==> src/rtl/wb_scheduler.sv <==
// Writeback scheduler: arbitrates three writeback sources onto the two register-file
// write ports, never granting two writes to one register in a cycle, with bounded wait.
module wb_scheduler #(
    parameter int MAXWAIT = 4
) (
    input  logic        clk,
    input  logic        clrn,
    input  logic        r0_valid,
    input  logic [4:0]  r0_rd,
    input  logic [31:0] r0_data,
    output logic        r0_ready,
    input  logic        r1_valid,
    input  logic [4:0]  r1_rd,
    input  logic [31:0] r1_data,
    output logic        r1_ready,
    input  logic        r2_valid,
    input  logic [4:0]  r2_rd,
    input  logic [31:0] r2_data,
    output logic        r2_ready,
    output logic        wex,
    output logic [4:0]  wnx,
    output logic [31:0] dx,
    output logic        wey,
    output logic [4:0]  wny,
    output logic [31:0] dy
);

    localparam logic [3:0] WAIT_MAX = 4'(MAXWAIT);
    localparam logic [1:0] SRC_R0   = 2'd0;
    localparam logic [1:0] SRC_R1   = 2'd1;
    localparam logic [1:0] SRC_R2   = 2'd2;

    logic [2:0]  vld;
    logic [2:0]  cand;
    logic [2:0]  gnt;
    logic [2:0]  rdy;
    logic [4:0]  rd_a   [3];
    logic [31:0] data_a [3];
    logic [1:0]  urg;

    logic        rr_reg;
    logic        rr_next;

    logic [1:0]  ord [3];
    logic [1:0]  sec_a;
    logic [1:0]  sec_b;
    logic        urg_a;
    logic        urg_b;

    logic        x_gnt;
    logic        y_gnt;
    logic [1:0]  x_sel;
    logic [1:0]  y_sel;

    logic        wex_reg;
    logic        wey_reg;
    logic [4:0]  wnx_reg;
    logic [4:0]  wny_reg;
    logic [31:0] dx_reg;
    logic [31:0] dy_reg;

    assign vld       = {r2_valid, r1_valid, r0_valid};
    assign rd_a[0]   = r0_rd;
    assign rd_a[1]   = r1_rd;
    assign rd_a[2]   = r2_rd;
    assign data_a[0] = r0_data;
    assign data_a[1] = r1_data;
    assign data_a[2] = r2_data;

    // rd == 0 needs no port, so it is accepted as soon as it is valid.
    // Ready is held low while clrn is high so nothing is accepted and then dropped.
    generate
        for (genvar gi = 0; gi < 3; gi++) begin : g_src
            assign cand[gi] = vld[gi] && (rd_a[gi] != 5'd0);
            assign rdy[gi]  = !clrn && vld[gi] && ((rd_a[gi] == 5'd0) || gnt[gi]);
        end
    endgenerate

    assign r0_ready = rdy[0];
    assign r1_ready = rdy[1];
    assign r2_ready = rdy[2];

    generate
        for (genvar gi = 0; gi < 2; gi++) begin : g_wait
            logic [3:0] cnt_reg;
            logic [3:0] cnt_next;

            always_comb begin
                cnt_next = cnt_reg;
                if (!vld[gi+1] || rdy[gi+1]) begin
                    cnt_next = 4'd0;
                end else if (cand[gi+1] && !gnt[gi+1] && (cnt_reg < WAIT_MAX)) begin
                    cnt_next = cnt_reg + 4'd1;
                end
            end

            always_ff @(posedge clk or posedge clrn) begin
                if (clrn) begin
                    cnt_reg <= 4'd0;
                end else begin
                    cnt_reg <= cnt_next;
                end
            end

            assign urg[gi] = (cnt_reg == WAIT_MAX);
        end
    endgenerate

    // sec_a is the secondary currently favoured by the round-robin pointer.
    assign sec_a = rr_reg ? SRC_R2 : SRC_R1;
    assign sec_b = rr_reg ? SRC_R1 : SRC_R2;
    assign urg_a = rr_reg ? urg[1] : urg[0];
    assign urg_b = rr_reg ? urg[0] : urg[1];

    always_comb begin
        ord[0] = SRC_R0;
        ord[1] = sec_a;
        ord[2] = sec_b;
        case ({urg_a, urg_b})
            2'b10: begin
                ord[0] = sec_a;
                ord[1] = SRC_R0;
                ord[2] = sec_b;
            end
            2'b01: begin
                ord[0] = sec_b;
                ord[1] = SRC_R0;
                ord[2] = sec_a;
            end
            2'b11: begin
                ord[0] = sec_a;
                ord[1] = sec_b;
                ord[2] = SRC_R0;
            end
            default: begin
                ord[0] = SRC_R0;
                ord[1] = sec_a;
                ord[2] = sec_b;
            end
        endcase
    end

    // Only the X grant can collide with a later candidate, since Y is the last slot.
    always_comb begin
        gnt   = 3'b000;
        x_gnt = 1'b0;
        y_gnt = 1'b0;
        x_sel = SRC_R0;
        y_sel = SRC_R0;
        for (int k = 0; k < 3; k++) begin
            if (cand[ord[k]]) begin
                if (!x_gnt) begin
                    x_gnt        = 1'b1;
                    x_sel        = ord[k];
                    gnt[ord[k]]  = 1'b1;
                end else if (!y_gnt && (rd_a[ord[k]] != rd_a[x_sel])) begin
                    y_gnt        = 1'b1;
                    y_sel        = ord[k];
                    gnt[ord[k]]  = 1'b1;
                end
            end
        end
    end

    always_comb begin
        rr_next = rr_reg;
        if (gnt[1] ^ gnt[2]) begin
            rr_next = gnt[1];
        end
    end

    always_ff @(posedge clk or posedge clrn) begin
        if (clrn) begin
            rr_reg <= 1'b0;
        end else begin
            rr_reg <= rr_next;
        end
    end

    // Address/data hold stale values while the matching enable is low.
    always_ff @(posedge clk or posedge clrn) begin
        if (clrn) begin
            wex_reg <= 1'b0;
            wey_reg <= 1'b0;
            wnx_reg <= 5'd0;
            wny_reg <= 5'd0;
            dx_reg  <= 32'd0;
            dy_reg  <= 32'd0;
        end else begin
            wex_reg <= x_gnt;
            wey_reg <= y_gnt;
            if (x_gnt) begin
                wnx_reg <= rd_a[x_sel];
                dx_reg  <= data_a[x_sel];
            end
            if (y_gnt) begin
                wny_reg <= rd_a[y_sel];
                dy_reg  <= data_a[y_sel];
            end
        end
    end

    assign wex = wex_reg;
    assign wey = wey_reg;
    assign wnx = wnx_reg;
    assign wny = wny_reg;
    assign dx  = dx_reg;
    assign dy  = dy_reg;

endmodule

==> config.mk <==
export PLATFORM = sky130hd
export DESIGN_NAME = wb_scheduler
export DESIGN_NICKNAME = d
export VERILOG_FILES = /design/src/rtl/wb_scheduler.sv
export SDC_FILE = /design/constraint.sdc
export NUM_CORES = 1
export LEC_CHECK = 0
export CAP_MARGIN = 10
export CORE_MARGIN = 4
export CORE_UTILIZATION = 35
export DETAILED_ROUTE_END_ITERATION = 8
export GPL_ROUTABILITY_DRIVEN = 0
export HOLD_SLACK_MARGIN = 0.03
export PLACE_DENSITY_LB_ADDON = 0.12
export SETUP_SLACK_MARGIN = 0.02
export SKIP_CTS_REPAIR_TIMING = 1
export SLEW_MARGIN = 20
export SYNTH_ARGS = -nofsm -noshare
export SYNTH_HDL_FRONTEND = slang
export SYNTH_SLANG_ARGS = --single-unit
==> constraint.sdc <==
create_clock -name clk -period 5.2 [get_ports clk]
set_input_delay 1.04 -clock clk [delete_from_list [all_inputs] [get_ports clk]]
set_output_delay 1.04 -clock clk [all_outputs]
set_load 0.01 [all_outputs]
* After elaboration in Yosys (flattened, before gate mapping)
Cells that the tools add are included.
** Storage, ports and cells
- Register bits after elaboration :: 85
- Output and inout port bits :: 79
** Cells by class
- Reductions and logical operators :: 36
- Magnitude comparators :: 14
- Mux-type cells :: 72
- Bitwise operators :: 9
- Add/sub/neg operators :: 2
- Equality and inequality tests :: 7
** Operator list (count)
- $bmux 32 s2 :: 2
- $mux 32 :: 4
- $bmux 5 s2 :: 6
- $mux 5 :: 12
- $mux 2 :: 13
- $mux 3 :: 7
- $ge 3x3->1 const B :: 6
- $not 2->3 :: 6
- $pmux 6 s3 :: 1
- $logic_and 1x1->1 :: 17
- $mux 1 :: 17
- $mux 4 :: 4
- $logic_not 5->1 :: 3
- $reduce_bool 5->1 :: 3
- $ne 5x5->1 :: 2
- $lt 2x3->1 const B :: 3
- $add 4x1->4 const B :: 2
- $eq 4x3->1 const B :: 2
- $lt 4x3->1 const B :: 2
- $bmux 1 s2 :: 3
- $demux 1 s2 :: 3
- $ge 2x1->1 const B :: 3
- $logic_not 1->1 :: 6
- $or 3x3->3 :: 2
- 5 further kinds :: 11

* Logic depth before layout (Yosys ltp)
- Depth in word-level cells :: 25
- Mapped depth :: 18
- Mapped depth without buffers :: 14

* Worst setup path before layout
OpenSTA, ideal clock, no wires.
- Kind :: input-to-output
- Start :: input port r2_rd[0]
- End :: output port r1_ready
- Stages on the path :: 13
- Arrival time :: 3507 ps
- Path slack :: 653 ps
- Path through :: buf_6 -> or4_4 -> o21ai_2 -> buf_6 -> o21ai_1 -> a32o_1 -> a211oi_1 -> a311oi_1 -> o2111ai_1 -> o31ai_1 -> a211oi_2 -> nor2_1 -> nor3_1
** Between the ends
- Word-level cells in the longest chain between the ends :: 20
- Elaborated cells on any way between the ends :: 45
** RTL lines
- from (decl) :: line 17 : input logic [4:0] r2_rd,
- $reduce_bool 5->1 :: line 74 : assign cand[gi] = vld[gi] && (rd_a[gi] != 5'd0);
- $logic_and 1x1->1 :: line 74
- $bmux 1 s2 :: line 151 : if (cand[ord[k]]) begin
- $mux 1 (implied by the code) :: line 151
- $mux 2 :: line 151
- $not 2->3 (implied by the code) :: line 156 : end else if (!y_gnt && (rd_a[ord[k]] != rd_a[x_sel])) begin
- $bmux 5 s2 :: line 156
- $mux 5 (implied by the code) (2 in a row) :: line 156
- (+3 left out)
- $mux 1 :: line 151
- $logic_not 1->1 :: line 156
- $logic_and 1x1->1 :: line 156
- $mux 3 :: line 156
- $mux 3 :: line 152 : if (!x_gnt) begin
- $mux 3 (*) :: line 151
- $logic_or 1x1->1 (*) :: line 75 : assign rdy[gi] = !clrn && vld[gi] && ((rd_a[gi] == 5'd0) || gnt[gi]);
- $logic_and 1x1->1 (*) :: line 75
- to (decl) :: line 15 : output logic r1_ready,
Every way passes the cells marked *; elsewhere a longest branch is shown, timed or not. The select of a mux whose other input is x is not followed.

* Worst setup path after layout
- Start :: input port r1_valid
- End :: output port r0_ready
** Between the ends
- Word-level cells in the longest chain between the ends :: 19
- Elaborated cells on any way between the ends :: 38
** RTL lines
- from (decl) :: line 12 : input logic r1_valid,
- $logic_and 1x1->1 (*) :: line 74
- $bmux 1 s2 :: line 151
- $mux 1 (implied by the code) :: line 151
- $mux 2 :: line 151
- $not 2->3 (implied by the code) :: line 156
- $bmux 5 s2 :: line 156
- $mux 5 (implied by the code) (2 in a row) :: line 156
- $ne 5x5->1 :: line 156
- (+2 left out)
- $mux 1 :: line 151
- $logic_not 1->1 :: line 156
- $logic_and 1x1->1 :: line 156
- $mux 3 :: line 156
- $mux 3 :: line 152
- $mux 3 (*) :: line 151
- $logic_or 1x1->1 (*) :: line 75
- $logic_and 1x1->1 (*) :: line 75
- to (decl) :: line 11 : output logic r0_ready,
Marked as above.

==> metrics.md <==
| Metric | Value |
|---|---|
| Status | `finished clean` |
| Final setup fails | `0` |
| Vias in the first global route | `~6000` |
| Hold Vio Cnt, Final | `0` |
| Fill cells | `1492` |
| Largest net degree at the start of global routing | `82` |
| FF-to-FF Start | `g_wait[0].cnt_reg[0]` |
| Sw frac | `39.7%` |
| Final Critical Period | `roughly 5.0 ns` |
| Clk_lat worst skew | `0.34 ns` |
| CP endpoint | `r0_ready` |
| Main area contributors after synthesis | `dfrtp_1 36%, mux2i_1 13%, a22oi_1 5.3%, a21oi_1 4.5%, o21ai_0 4.1%` |
| Clock sinks | `85` |
| Switch Pwr | `1720 uW` |
| Die height | `about 140 um` |
| Via count | `6205` |
| Initial DRC Count | `500` |
| Crit-path max FO | `4` |
| Most used DFF post-synth | `dfrtp_1` |
| Initial Util | `35.9%` |
| Comb pwr share | `58.1%` |
| Layout cells sized above 1 | `between 10% and 20%` |
| Nature of the critical path endpoint | `output port` |
| Reg2reg end | `dy[20]` |
| DRT Pass-1 Iters | `5` |
| Clock skew | `just under 0.009 ns` |
| Synth area leader | `dfrtp_1` |
| Clock power share | `16.2%` |
| Ports | `195` |
| Syn Nets | `792` |
| Warnings, synthesis | `0` |
| Grt ovf | `0` |
| Port Buffers | `194` |
| Max frequency | `198 MHz` |
| First-pass GRT wire length | `35000 um` |
| FFs w/ async S/R, synth | `100%` |
| ANT cells | `0` |
| Netlist Area Pre-Place | `0.00597 mm2` |
| CTS root buf | `clkbuf_16` |
| Register area share after synthesis | `a little over a third` |
| R2R depth | `17` |
| Core box area | `0.0166 mm2` |
| Total Routed Length | `~22000 um` |
| GRT Total Usage | `~22%` |
| Crit path launch | `r1_valid` |
| Post-layout util | `53.3%` |
| CTS tree | `done` |
| Htree depth | `3` |
| Hold WC Path Type | `reg2reg` |
| Tightest Pin Transition | `0.791 ns` |
| Sequential Power Share | `between 20% and 30%` |
| Clk buf depth | `2` |
| Die X | `139 um` |
| Most common cell after layout, fill and taps aside | `clkdlybuf4s50_1` |
| Post-Synthesis Cells | `roughly 670` |
| HPWL Detailed | `15900 um` |
| Via density | `5.54` |
| R2R Setup Slk | `between 1 and 1.5 ns` |
| CP Data Required Time | `about 4.2 ns` |
| FP Rows | `47` |
| Startpoint type of the worst setup path | `input pin` |
| Relative slew slack | `47.2%` |
| Final worst slack | `approximately 0.16 ns` |
| Setup TNS | `0 ns` |
| Tcrit/Tclk final | `96.9%` |
| Drt wl/cell | `19.4 um` |
| Nets@finish | `approximately 1000` |
| Int Pwr | `around 2600 uW` |
| Slew Limit Fails | `0` |
| Post-synth top area share | `35.6%` |
| Post-route DRC | `0` |
| Most frequent cells in the layout | `179 x clkdlybuf4s50_1, 85 x dfrtp_1, 76 x mux2i_1` |
| Initial antenna violation count | `1` |
| Reported max-cap violation count | `0` |
| Worst EP arrival | `4.00 ns` |
| Leakage power | `0.00358 uW` |
| VDD IR-drop max | `between 200 and 250 uV` |
| Total power | `approximately 4300 uW` |
| Die Footprint | `0.0192 mm2` |
| Worst slack, placed | `-0.504 ns` |
| Synth Area per Inst | `a little under 9 um2` |
| Number of flops mapped to enable cells by yosys | `0` |
| Kind of critical path | `in2out` |
| Distinct cells, synth | `78` |
| #FFs+latches synth | `85` |
| Final antenna-violating net count | `0` |
| Cell Pwr Density | `~490 mW/mm2` |
| Clock transition at path regs | `0.05 ns` |
| Layout overhead on the synthesized area | `48.5%` |
| CTS buffer count | `9` |
how the worst min path moves through the flow:
stage,from,end,cells after the start
final,dx[2],dx[2],2
after global routing,dx[22],dx[22],2
after CTS,dx[2],dx[2],2
after detailed placement,dx[1],dx[1],2
after global placement,wnx[1],wnx[1],2
after floorplan,g_wait[1].cnt_reg[0],g_wait[1].cnt_reg[0],1
logic make-up after synthesis:
family	count (synthesis)	share of synthesized area (%)
compound gates	255	28.0
xor+xnor	10	1.47
fa+ha+maj	5	1.01
buf+inv	72	7.62
flops	85	35.6
mux	76	12.7
simple gates	169	13.6
worst max-delay path, cell delays in order:
cell,delay (ns)
clkdlybuf4s50_1,0.47
nand4b_1,0.18
a21oi_2,0.27
o22ai_4,0.13
and2_2,0.23
a22o_1,0.25
a311oi_2,0.33
o2111ai_2,0.21
nor2_2,0.18
o22ai_1,0.10
a211o_1,0.28
and3_1,0.18
buf_2,0.14
cell type report:
type	count	area, um2	area share [%]
well taps	220	275	3.10
flip-flops and latches	85	2130	24.0
multi-input cells	515	3530	39.8
inverters	13	50.0	0.564
repair buffers	272	2560	28.9
clock buffers	12	256	2.89
clock inverters	3	68.8	0.776
cell usage after synthesis (all sizes together) (2+ instances only):
cell type  instances
buf               30
inv               13
nand3b             2
and2               4
mux2i             76
clkbuf            29
a21oi             55
dfrtp             85
a31oi              9
or4                3
and3b              3
o211a              2
o22a               3
and3               5
nor3               9
o2111ai            2
nand4              2
ha                 4
nand2             57
xor2               2
a21o               2
a311oi             2
or2                3
xnor2              8
o311ai             2
o21ai             96
a22oi             44
nand4b             3
o22ai              8
a32o               2
o221ai            11
o21a               2
a211oi             3
o2111a             2
nand3              7
nor2              68
routing by layer:
layer / global-route usage, % / vias to the layer above / share of wire (%)
met4: 6.75 / 2 / 2.3
met3: 5.03 / 38 / 6.5
li1: - / 2930 / -
met1: 28.7 / 2986 / 42
met5: 0 / - / 0.060
met2: 36.9 / 249 / 49
power by group through the flow:
stage               Clock, uW  Sequential (uW)  Combinational (uW)
floorplan                   0             1220                1310
global placement            0             1110                2470
detailed placement          0             1130                2500
CTS                       727             1110                2500
global route              755             1150                2730
finish                    705             1110                2520
per-stage QoR:
stage | instances | area, um2 | hold WS (ns)
5_1_grt | 1120 | 8870 | 0.505
2_1_floorplan | 672 | 5970 | 0.478
4_1_cts | 1115 | 8740 | 0.482
3_3_place_gp | 1100 | 8410 | 0.464
6_report | 1120 | 8870 | 0.476
3_5_place_dp | 1100 | 8410 | 0.470
Note: power is estimated with default switching activity, not from simulation.
